<file path="config.mk">
export PLATFORM = sky130hd
export DESIGN_NAME = spi_flash_reader
export DESIGN_NICKNAME = d
export VERILOG_FILES = /design/src/rtl/spi_flash_pkg.sv /design/src/rtl/spi_clk_gen.sv /design/src/rtl/spi_flash_reader.sv
export SDC_FILE = /design/constraint.sdc
export NUM_CORES = 1
export LEC_CHECK = 0
export BUFFER_PORTS_ARGS = -buffer_cell sky130_fd_sc_hd__clkbuf_2
export CORE_ASPECT_RATIO = 2
export CORE_MARGIN = 3
export CORE_UTILIZATION = 56
export DETAILED_ROUTE_END_ITERATION = 10
export GPL_ROUTABILITY_DRIVEN = 0
export GPL_TIMING_DRIVEN = 1
export HOLD_SLACK_MARGIN = 0.1
export PLACE_DENSITY = 0.78
export SYNTH_ARGS = -nofsm -noshare
export SYNTH_HDL_FRONTEND = slang
export SYNTH_SLANG_ARGS = --single-unit
</file>
<file path="constraint.sdc">
create_clock -name wb_clk_i -period 3.21 [get_ports wb_clk_i]
set_input_delay 0.321 -clock wb_clk_i [delete_from_list [all_inputs] [get_ports wb_clk_i]]
set_output_delay 0.321 -clock wb_clk_i [all_outputs]
set_load 0.02 [all_outputs]
</file>
<file path="src/rtl/spi_flash_pkg.sv">
// Shared state encoding, opcodes and phase lengths for the SPI flash reader.
package spi_flash_pkg;

    typedef enum logic [2:0] {
        ST_IDLE,
        ST_CMD,
        ST_ADDR,
        ST_DUMMY,
        ST_DATA,
        ST_HOLD
    } state_t;

    localparam logic [7:0] OP_READ      = 8'h03;
    localparam logic [7:0] OP_FAST_READ = 8'h0B;

    localparam int CMD_BITS   = 8;
    localparam int ADDR_BITS  = 24;
    localparam int DUMMY_BITS = 8;
    localparam int DATA_BITS  = 32;

    // Serial data arrives first byte in the top byte; the response is little-endian.
    function automatic logic [31:0] byte_swap32(input logic [31:0] w);
        return {w[7:0], w[15:8], w[23:16], w[31:24]};
    endfunction

endpackage

</file>
<file path="src/rtl/spi_clk_gen.sv">
// SPI clock divider: CLK_DIV clk cycles per half-period, mode 0 (idles low),
// with single-cycle strobes on the clk edges where spi_clk rises and falls.
module spi_clk_gen #(
    parameter int CLK_DIV = 2
) (
    input  logic clk,
    input  logic rst,
    input  logic enable,
    output logic rise,
    output logic fall,
    output logic spi_clk
);

    logic [7:0] div_cnt;
    logic       terminal;

    assign terminal = enable && (div_cnt == 8'(CLK_DIV - 1));
    assign rise     = terminal && !spi_clk;
    assign fall     = terminal && spi_clk;

    // Dropping enable restarts the divider so every transfer begins with a full low phase.
    always_ff @(posedge clk) begin
        if (rst || !enable) begin
            div_cnt <= '0;
            spi_clk <= 1'b0;
        end else if (terminal) begin
            div_cnt <= '0;
            spi_clk <= !spi_clk;
        end else begin
            div_cnt <= div_cnt + 8'd1;
        end
    end

endmodule

</file>
<file path="src/rtl/spi_flash_reader.sv">
// Single-word SPI flash reader: CMD, 24-bit ADDR, optional DUMMY, 32-bit DATA.
// Define SPI_FLASH_READER_FAST_READ_EN to use FAST READ (0x0B + 8 dummy bits).
module spi_flash_reader
    import spi_flash_pkg::*;
#(
    parameter int CLK_DIV = 2,
    parameter int CS_HOLD = 2
) (
    input  logic        wb_clk_i,
    input  logic        wb_rst_i,
    input  logic        req_valid,
    output logic        req_ready,
    input  logic [23:0] req_addr,
    output logic        rsp_valid,
    output logic [31:0] rsp_data,
    output logic        spi_csb,
    output logic        spi_clk,
    output logic        spi_mosi,
    input  logic        spi_miso,
    output logic        busy
);

`ifdef SPI_FLASH_READER_FAST_READ_EN
    localparam logic [7:0] OPCODE    = OP_FAST_READ;
    localparam bit         USE_DUMMY = 1'b1;
`else
    localparam logic [7:0] OPCODE    = OP_READ;
    localparam bit         USE_DUMMY = 1'b0;
`endif

    state_t      state, state_nxt;
    logic [4:0]  bit_cnt, bit_last;
    logic [3:0]  hold_cnt;
    logic [31:0] tx_sh, rx_sh;
    logic        shifting, rise, fall, bit_done, accept;

    assign shifting  = (state == ST_CMD) || (state == ST_ADDR) ||
                       (state == ST_DUMMY) || (state == ST_DATA);
    assign req_ready = (state == ST_IDLE) && !wb_rst_i;
    assign accept    = req_valid && req_ready;
    assign bit_done  = fall && (bit_cnt == bit_last);
    assign busy      = (state != ST_IDLE);
    assign spi_csb   = !shifting;
    assign spi_mosi  = ((state == ST_CMD) || (state == ST_ADDR)) && tx_sh[31];

    spi_clk_gen #(
        .CLK_DIV (CLK_DIV)
    ) u_clk_gen (
        .clk     (wb_clk_i),
        .rst     (wb_rst_i),
        .enable  (shifting),
        .rise    (rise),
        .fall    (fall),
        .spi_clk (spi_clk)
    );

    always_comb begin
        bit_last = '0;
        case (state)
            ST_CMD:   bit_last = 5'(CMD_BITS - 1);
            ST_ADDR:  bit_last = 5'(ADDR_BITS - 1);
            ST_DUMMY: bit_last = 5'(DUMMY_BITS - 1);
            ST_DATA:  bit_last = 5'(DATA_BITS - 1);
            default:  bit_last = '0;
        endcase
    end

    // The IDLE cycle that accepts the next request is itself a chip-select-high
    // cycle, so HOLD lasts CS_HOLD-1 cycles and is skipped entirely when CS_HOLD is 1.
    always_comb begin
        state_nxt = state;
        case (state)
            ST_IDLE:  if (accept)   state_nxt = ST_CMD;
            ST_CMD:   if (bit_done) state_nxt = ST_ADDR;
            ST_ADDR:  if (bit_done) state_nxt = USE_DUMMY ? ST_DUMMY : ST_DATA;
            ST_DUMMY: if (bit_done) state_nxt = ST_DATA;
            ST_DATA:  if (bit_done) state_nxt = (CS_HOLD > 1) ? ST_HOLD : ST_IDLE;
            ST_HOLD:  if (hold_cnt == 4'(CS_HOLD - 2)) state_nxt = ST_IDLE;
            default:  state_nxt = ST_IDLE;
        endcase
    end

    always_ff @(posedge wb_clk_i) begin
        if (wb_rst_i) begin
            state     <= ST_IDLE;
            bit_cnt   <= '0;
            hold_cnt  <= '0;
            rsp_valid <= 1'b0;
            rsp_data  <= '0;
        end else begin
            state     <= state_nxt;
            bit_cnt   <= (state_nxt != state) ? 5'd0 : (fall ? bit_cnt + 5'd1 : bit_cnt);
            hold_cnt  <= (state == ST_HOLD) ? hold_cnt + 4'd1 : 4'd0;
            rsp_valid <= (state == ST_DATA) && bit_done;
            if ((state == ST_DATA) && bit_done)
                rsp_data <= byte_swap32(rx_sh);
        end
    end

    // Shift registers carry pure data; the FSM decides when their contents matter.
    always_ff @(posedge wb_clk_i) begin
        if (accept)
            tx_sh <= {OPCODE, req_addr};
        else if (fall)
            tx_sh <= {tx_sh[30:0], 1'b0};
        if (rise && (state == ST_DATA))
            rx_sh <= {rx_sh[30:0], spi_miso};
    end

endmodule

</file>
## Yosys cells after proc, flatten, opt, wreduce, memory -nomap -nowiden

Cells that the tools add are included.
W data, S select, Z words.

- Register bits after elaboration: 118
- Bits of input ports: 28
- Output and inout port bits: 38
- Logic and storage cells: 56

- Add/sub/neg operators: 3
- Eq/ne operators: 8
- Muxes and demuxes: 9
- Bitwise gates (word level): 1
- Reduce and logical (&&, ||, !) cells: 25

Operators with widths:

| operator | count |
|---|---|
| $mux W24 | 2 |
| $mux W3 | 5 |
| $pmux W3 S5 | 1 |
| $pmux W5 S3 | 1 |
| $reduce_or A2 Y1 | 5 |
| $logic_and A1 B1 Y1 | 9 |
| $add A8 B1 Y8 const B | 1 |
| $eq A8 B1 Y1 const B | 1 |
| $eq A3 B2 Y1 const B | 2 |
| $eq A3 B3 Y1 const B | 2 |
| $add A5 B1 Y5 const B | 1 |
| $eq A5 B5 Y1 | 1 |
| $add A4 B1 Y4 const B | 1 |
| $logic_not A4 Y1 | 1 |
| $logic_or A1 B1 Y1 | 4 |
| $eq A3 B1 Y1 const B | 1 |
| $logic_not A1 Y1 | 3 |
| $logic_not A3 Y1 | 1 |
| $ne A3 B3 Y1 | 1 |
| $reduce_bool A3 Y1 | 1 |
| $reduce_bool A2 Y1 | 1 |
| $not A1 Y1 | 1 |

## Longest topological paths before layout

- Word-level depth: 11
- Mapped depth: 9
- Depth with buffers taken out: 7

## Modules after synthesis

A second synthesis with hierarchy kept.

- Cell total of the unflattened synthesis: 428
- Area total of the unflattened synthesis: 4675.7 µm²

Modules (own cells, without submodules):

| module | instances | cells an instance | area each (µm²) | sequential area each (µm²) |
|---|---|---|---|---|
| spi_flash_reader | 1 | 385 | 4270.3 | 2742.6 |
| spi_clk_gen | 1 | 43 | 405.4 | 180.2 |

## Least setup slack after synthesis

No wires, ideal clock.

- Kind: reg2reg
- Start: register state[1]
- End: register tx_sh[0] (enable)
- Setup time: 0.381 ns
- Data arrival time: 2.501 ns
- Data required time: 2.829 ns
- Slack: 0.328 ns
- Stages on the path, launching flop included: 6
- Path buffers: 2
- Period minus slack after synthesis: 2.882 ns
- Path through: dfxtp_1 -> buf_2 -> nor4_1 -> nand2_1 -> clkbuf_1 -> nand2_1

- Elaborated cells between the ends (all ways): 13
- Classes of those cells: eq/ne (4); reduce/logical (9)

RTL lines:

| element | RTL line | text |
|---|---|---|
| start: declaration | spi_flash_reader.sv:31 | `state_t state, state_nxt;` |
| start signal: assignment | spi_flash_reader.sv:91 | `state <= state_nxt;` |
| $logic_not A3 Y1 | spi_flash_reader.sv:39 | `assign req_ready = (state == ST_IDLE) && !wb_rst_i;` |
| $logic_and A1 B1 Y1 | spi_flash_reader.sv:39 |  |
| named net req_ready | spi_flash_reader.sv:12 | `output logic req_ready,` |
| $logic_and A1 B1 Y1 | spi_flash_reader.sv:40 | `assign accept = req_valid && req_ready;` |
| $reduce_bool A2 Y1 (no line) | -- |  |
| end signal: assignment | spi_flash_reader.sv:103 | `tx_sh <= {OPCODE, req_addr};` |
| end signal: assignment | spi_flash_reader.sv:105 | `tx_sh <= {tx_sh[30:0], 1'b0};` |
| end: declaration | spi_flash_reader.sv:34 | `logic [31:0] tx_sh, rx_sh;` |

The timed path passes the listed nets, and every way through them passes these cells.
A chain may end at the register's enable or synchronous reset.

## Worst setup path after layout

- Start: register u_clk_gen.div_cnt[0]
- End: register tx_sh[7] (enable)

- Cells in the longest elaborated chain, start to end: 4

RTL lines:

| element | RTL line | text |
|---|---|---|
| start: declaration | spi_clk_gen.sv:14 | `logic [7:0] div_cnt;` |
| start signal: assignment | spi_clk_gen.sv:30 | `div_cnt <= div_cnt + 8'd1;` |
| $eq A8 B1 Y1 | spi_clk_gen.sv:17 | `assign terminal = enable && (div_cnt == 8'(CLK_DIV - 1));` |
| $logic_and A1 B1 Y1 | spi_clk_gen.sv:17 |  |
| $logic_and A1 B1 Y1 | spi_clk_gen.sv:19 | `assign fall = terminal && spi_clk;` |
| $reduce_bool A2 Y1 (no line) | -- |  |

No other way between the ends.

==> out/results.tsv <==
stage	metric	value	unit
outcome	status	completed	
sta	min_period	2.37	ns
global_routing	antenna_found_initial	0	
global_routing	grt_pass1_wl	14.8	mm
sta	worst_slack	0.839	ns
cts	clk_latency	0.40	ns
routing	drtPass1Iterations	4	
logic_synthesis	ys.flop_type	dfxtp_1	
worst_hold_path	min_from	req_addr[19]	
job	maxCapViolations	0	
critical_path	r2r_end	tx_sh[7]$_DFFE_PP_	
logic_synthesis	netlist_top_cells_count	nand2_1, dfxtp_1, edfxtp_1	
cts	cts.sinks	118	
pwr	p_leak	2.19	nW
sta	tightest_slew	0.542	ns
routing	num_vias	3257	
logic_synthesis	synth_area_per_cell	10.3	µm²
cts	cts_tree	done	
sta	relSlewSlack	0.636	
logic_synthesis	yosysMostFrequentCell	nand2_1	
routing	drc_errors	0	
routing	dr.first_iter.drc_count	132	
critical_path	r2r_start	u_clk_gen.div_cnt[0]$_SDFF_PP0_	
critical_path	crit_type	reg2reg	
floorplan	die_area	9220	µm²
cts	cts_root_buf	clkbuf_16	
floorplan	io_pins	66	
pwr	total_power	0.00344	W
sta	max_freq	422	MHz
cts	cts.clk_slew.worst_paths	0.05	ns
global_routing	grt_pass1_vias	3262	
logic_synthesis	synth_nets	469	
finish	area.growth.synth_to_final	20.9	%
cts	htreeDepth	4	
logic_synthesis	ys_ff_latch	118	
pwr	powerDensity	631	nW/µm²
worst_hold_path	min_path_type	in2reg	
pwr	ir_drop	0.661	mV
logic_synthesis	seq_area_frac_synth	0.649	
worst_hold_path	holdPathEnd	tx_sh[19]$_DFFE_PP_	
global_routing	grt_overflow	0	
sta	finalMaxSlewViolations	0	
logic_synthesis	synth_cell_type_count	39	
finish	n_fill_cell	600	
worst_hold_path	holdPathStages	3	
floorplan	die_y	133	µm
logic_synthesis	synth_top_cell_area_share	0.373	
logic_synthesis	netlist_instances	436	
logic_synthesis	async_flop_share	0	
sta	rsz0062_at_grt	false	
sta	fin_skew	0.00914	ns
critical_path	cp-start-kind	flop	
sta	finalCritPeriodShare	0.739	
placed_design	place_hpwl	6.07	mm
logic_synthesis	yosys_warnings	0	
routing	ant_nets	0	
global_routing	grtUsageTotal	0.204	
routing	via_per_inst	5.31	
critical_path	r2r_slack	0.84	ns
logic_synthesis	ys_top_cells_by_area	edfxtp_1, dfxtp_1, nand2_1	
global_routing	grt_max_degree	41	
finish	drive_gt1_frac	0.200	
floorplan	rows	45	
critical_path	crit_arrival	2.45	ns
logic_synthesis	synth_top_cell_by_area	edfxtp_1	
logic_synthesis	synth-edff-count	56	
finish	nets	539	
routing	wl_per_cell	14.4	µm
floorplan	die_w	69.4	µm
floorplan	core_area	7710	µm²
routing	totalWireLength	8.80	mm
floorplan	start_util	0.584	
sta	hold_viol_final	0	
placed_design	io_buffer_count	65	
placed_design	pre_cts_ws	0.843	ns
critical_path	end_kind	flop	
sta	tns	0	ns
critical_path	cp_max_fo	24	
sta	setup_viol	0	
critical_path	rr_worst_depth	6	
logic_synthesis	syn-cell-area	4500	µm²
cts	clockBufferDepth	2	
finish	n_antenna_cell	0	
cts	cts-buffers-inserted	17	
critical_path	crit_required	3.29	ns
-- stage by stage --
stage               cell area (µm²)  utilization  cells  hold slack (ns)
floorplan                      4500            -    436            0.420
global placement               4890        0.633    580            0.435
detailed placement             4890        0.633    580            0.434
CTS                            5450        0.706    613            0.171
global route                   5450        0.706    613            0.178
finish                         5450        0.706    613            0.182
-- what timing repair did --
item	CTS	global route
hold buffers	1	0
hold endpoints to repair	1	0
resized for setup	0	0
setup buffers	0	0
-- state kept, by name (all words and copies together) (netlist names) --
name and flops:
hold_cnt 4, rsp_data 32, rsp_valid 1, u_clk_gen.spi_clk 1, u_clk_gen.div_cnt 8, state 3, rx_sh 32, bit_cnt 5
tx_sh 32
-- cells by family (layout without fill, tap and decap cells) --
| kind of cell | Yosys count | in the layout | synth area share |
|---|---|---|---|
| buf+inv | 31 | 114 | 0.0342 |
| fa+ha+maj | 5 | 5 | 0.0139 |
| flops | 118 | 118 | 0.649 |
| compound gates | 51 | 51 | 0.0647 |
| simple gates | 216 | 216 | 0.209 |
| xor+xnor | 15 | 15 | 0.0292 |
-- placed cells by master, fill, tap and decap left out, types with 2 or more instances in the layout --
master,netlist,final
a21oi_1,41,41
clkinv_2,0,5
nor4_1,4,4
clkbuf_1,13,4
clkbuf_2,0,65
nand2_1,155,155
nand3_1,13,13
xor2_1,10,10
inv_1,7,7
clkbuf_16,0,17
nor2_1,14,14
nor3_1,3,3
o211a_1,2,2
or3_1,3,3
and3_1,6,6
buf_4,2,9
and4_1,2,2
clkinv_1,0,2
edfxtp_1,56,56
dfxtp_1,62,62
nor3b_1,2,2
xnor2_1,5,5
ha_1,5,5
and2_1,4,4
bufinv_16,0,2
and4b_1,2,2
-- power by group --
group	internal (W)	switching [W]	total (W)
registers	0.00160	0.00000790	0.00160
logic	0.0000367	0.0000648	0.000102
clock network	0.00113	0.000604	0.00173
-- per-layer routing --
layer	up-vias	global-route usage	part of all wire
met3	24	0.0646	0.050
met1	1539	0.216	0.38
met2	89	0.358	0.54
met4	0	0.100	0.029
li1	1605	-	-
met5	-	0	0
-- final cells by class --
| cell class | instances | area [µm²] | area share |
|---|---|---|---|
| timing repair buffer | 75 | 403 | 0.0740 |
| multi-input combinational | 287 | 1430 | 0.262 |
| tap | 94 | 118 | 0.0216 |
| sequential | 118 | 2920 | 0.537 |
| clock buffer | 21 | 440 | 0.0809 |
| clock inverter | 11 | 109 | 0.0200 |
| inverter | 7 | 26.3 | 0.00483 |
-- how the worst max path moves through the flow --
| stage | startpoint | slack, ns | endpoint | cells past startpoint |
|---|---|---|---|---|
| global route | u_clk_gen.div_cnt[0]$_SDFF_PP0_ | 0.69 | tx_sh[2]$_DFFE_PP_ | 6 |
| floorplan | state[1]$_SDFF_PP0_ | 0.33 | tx_sh[0]$_SDFFCE_PN0P_ | 5 |
| detailed placement | u_clk_gen.div_cnt[0]$_SDFF_PP0_ | 0.84 | tx_sh[7]$_DFFE_PP_ | 6 |
| global placement | u_clk_gen.div_cnt[0]$_SDFF_PP0_ | 0.90 | tx_sh[8]$_DFFE_PP_ | 6 |
| finish | u_clk_gen.div_cnt[0]$_SDFF_PP0_ | 0.84 | tx_sh[7]$_DFFE_PP_ | 6 |
| CTS | u_clk_gen.div_cnt[0]$_SDFF_PP0_ | 0.83 | tx_sh[2]$_DFFE_PP_ | 6 |
-- critical path, cell delays in order (launching register included) --
cell and delay (ns):
dfxtp_1 0.37, ha_1 0.16, or4b_1 0.44, and4b_1 0.39
nand2_1 0.25, nand2_1 0.13, buf_4 0.30
Note: power is estimated with default switching activity, not from simulation.
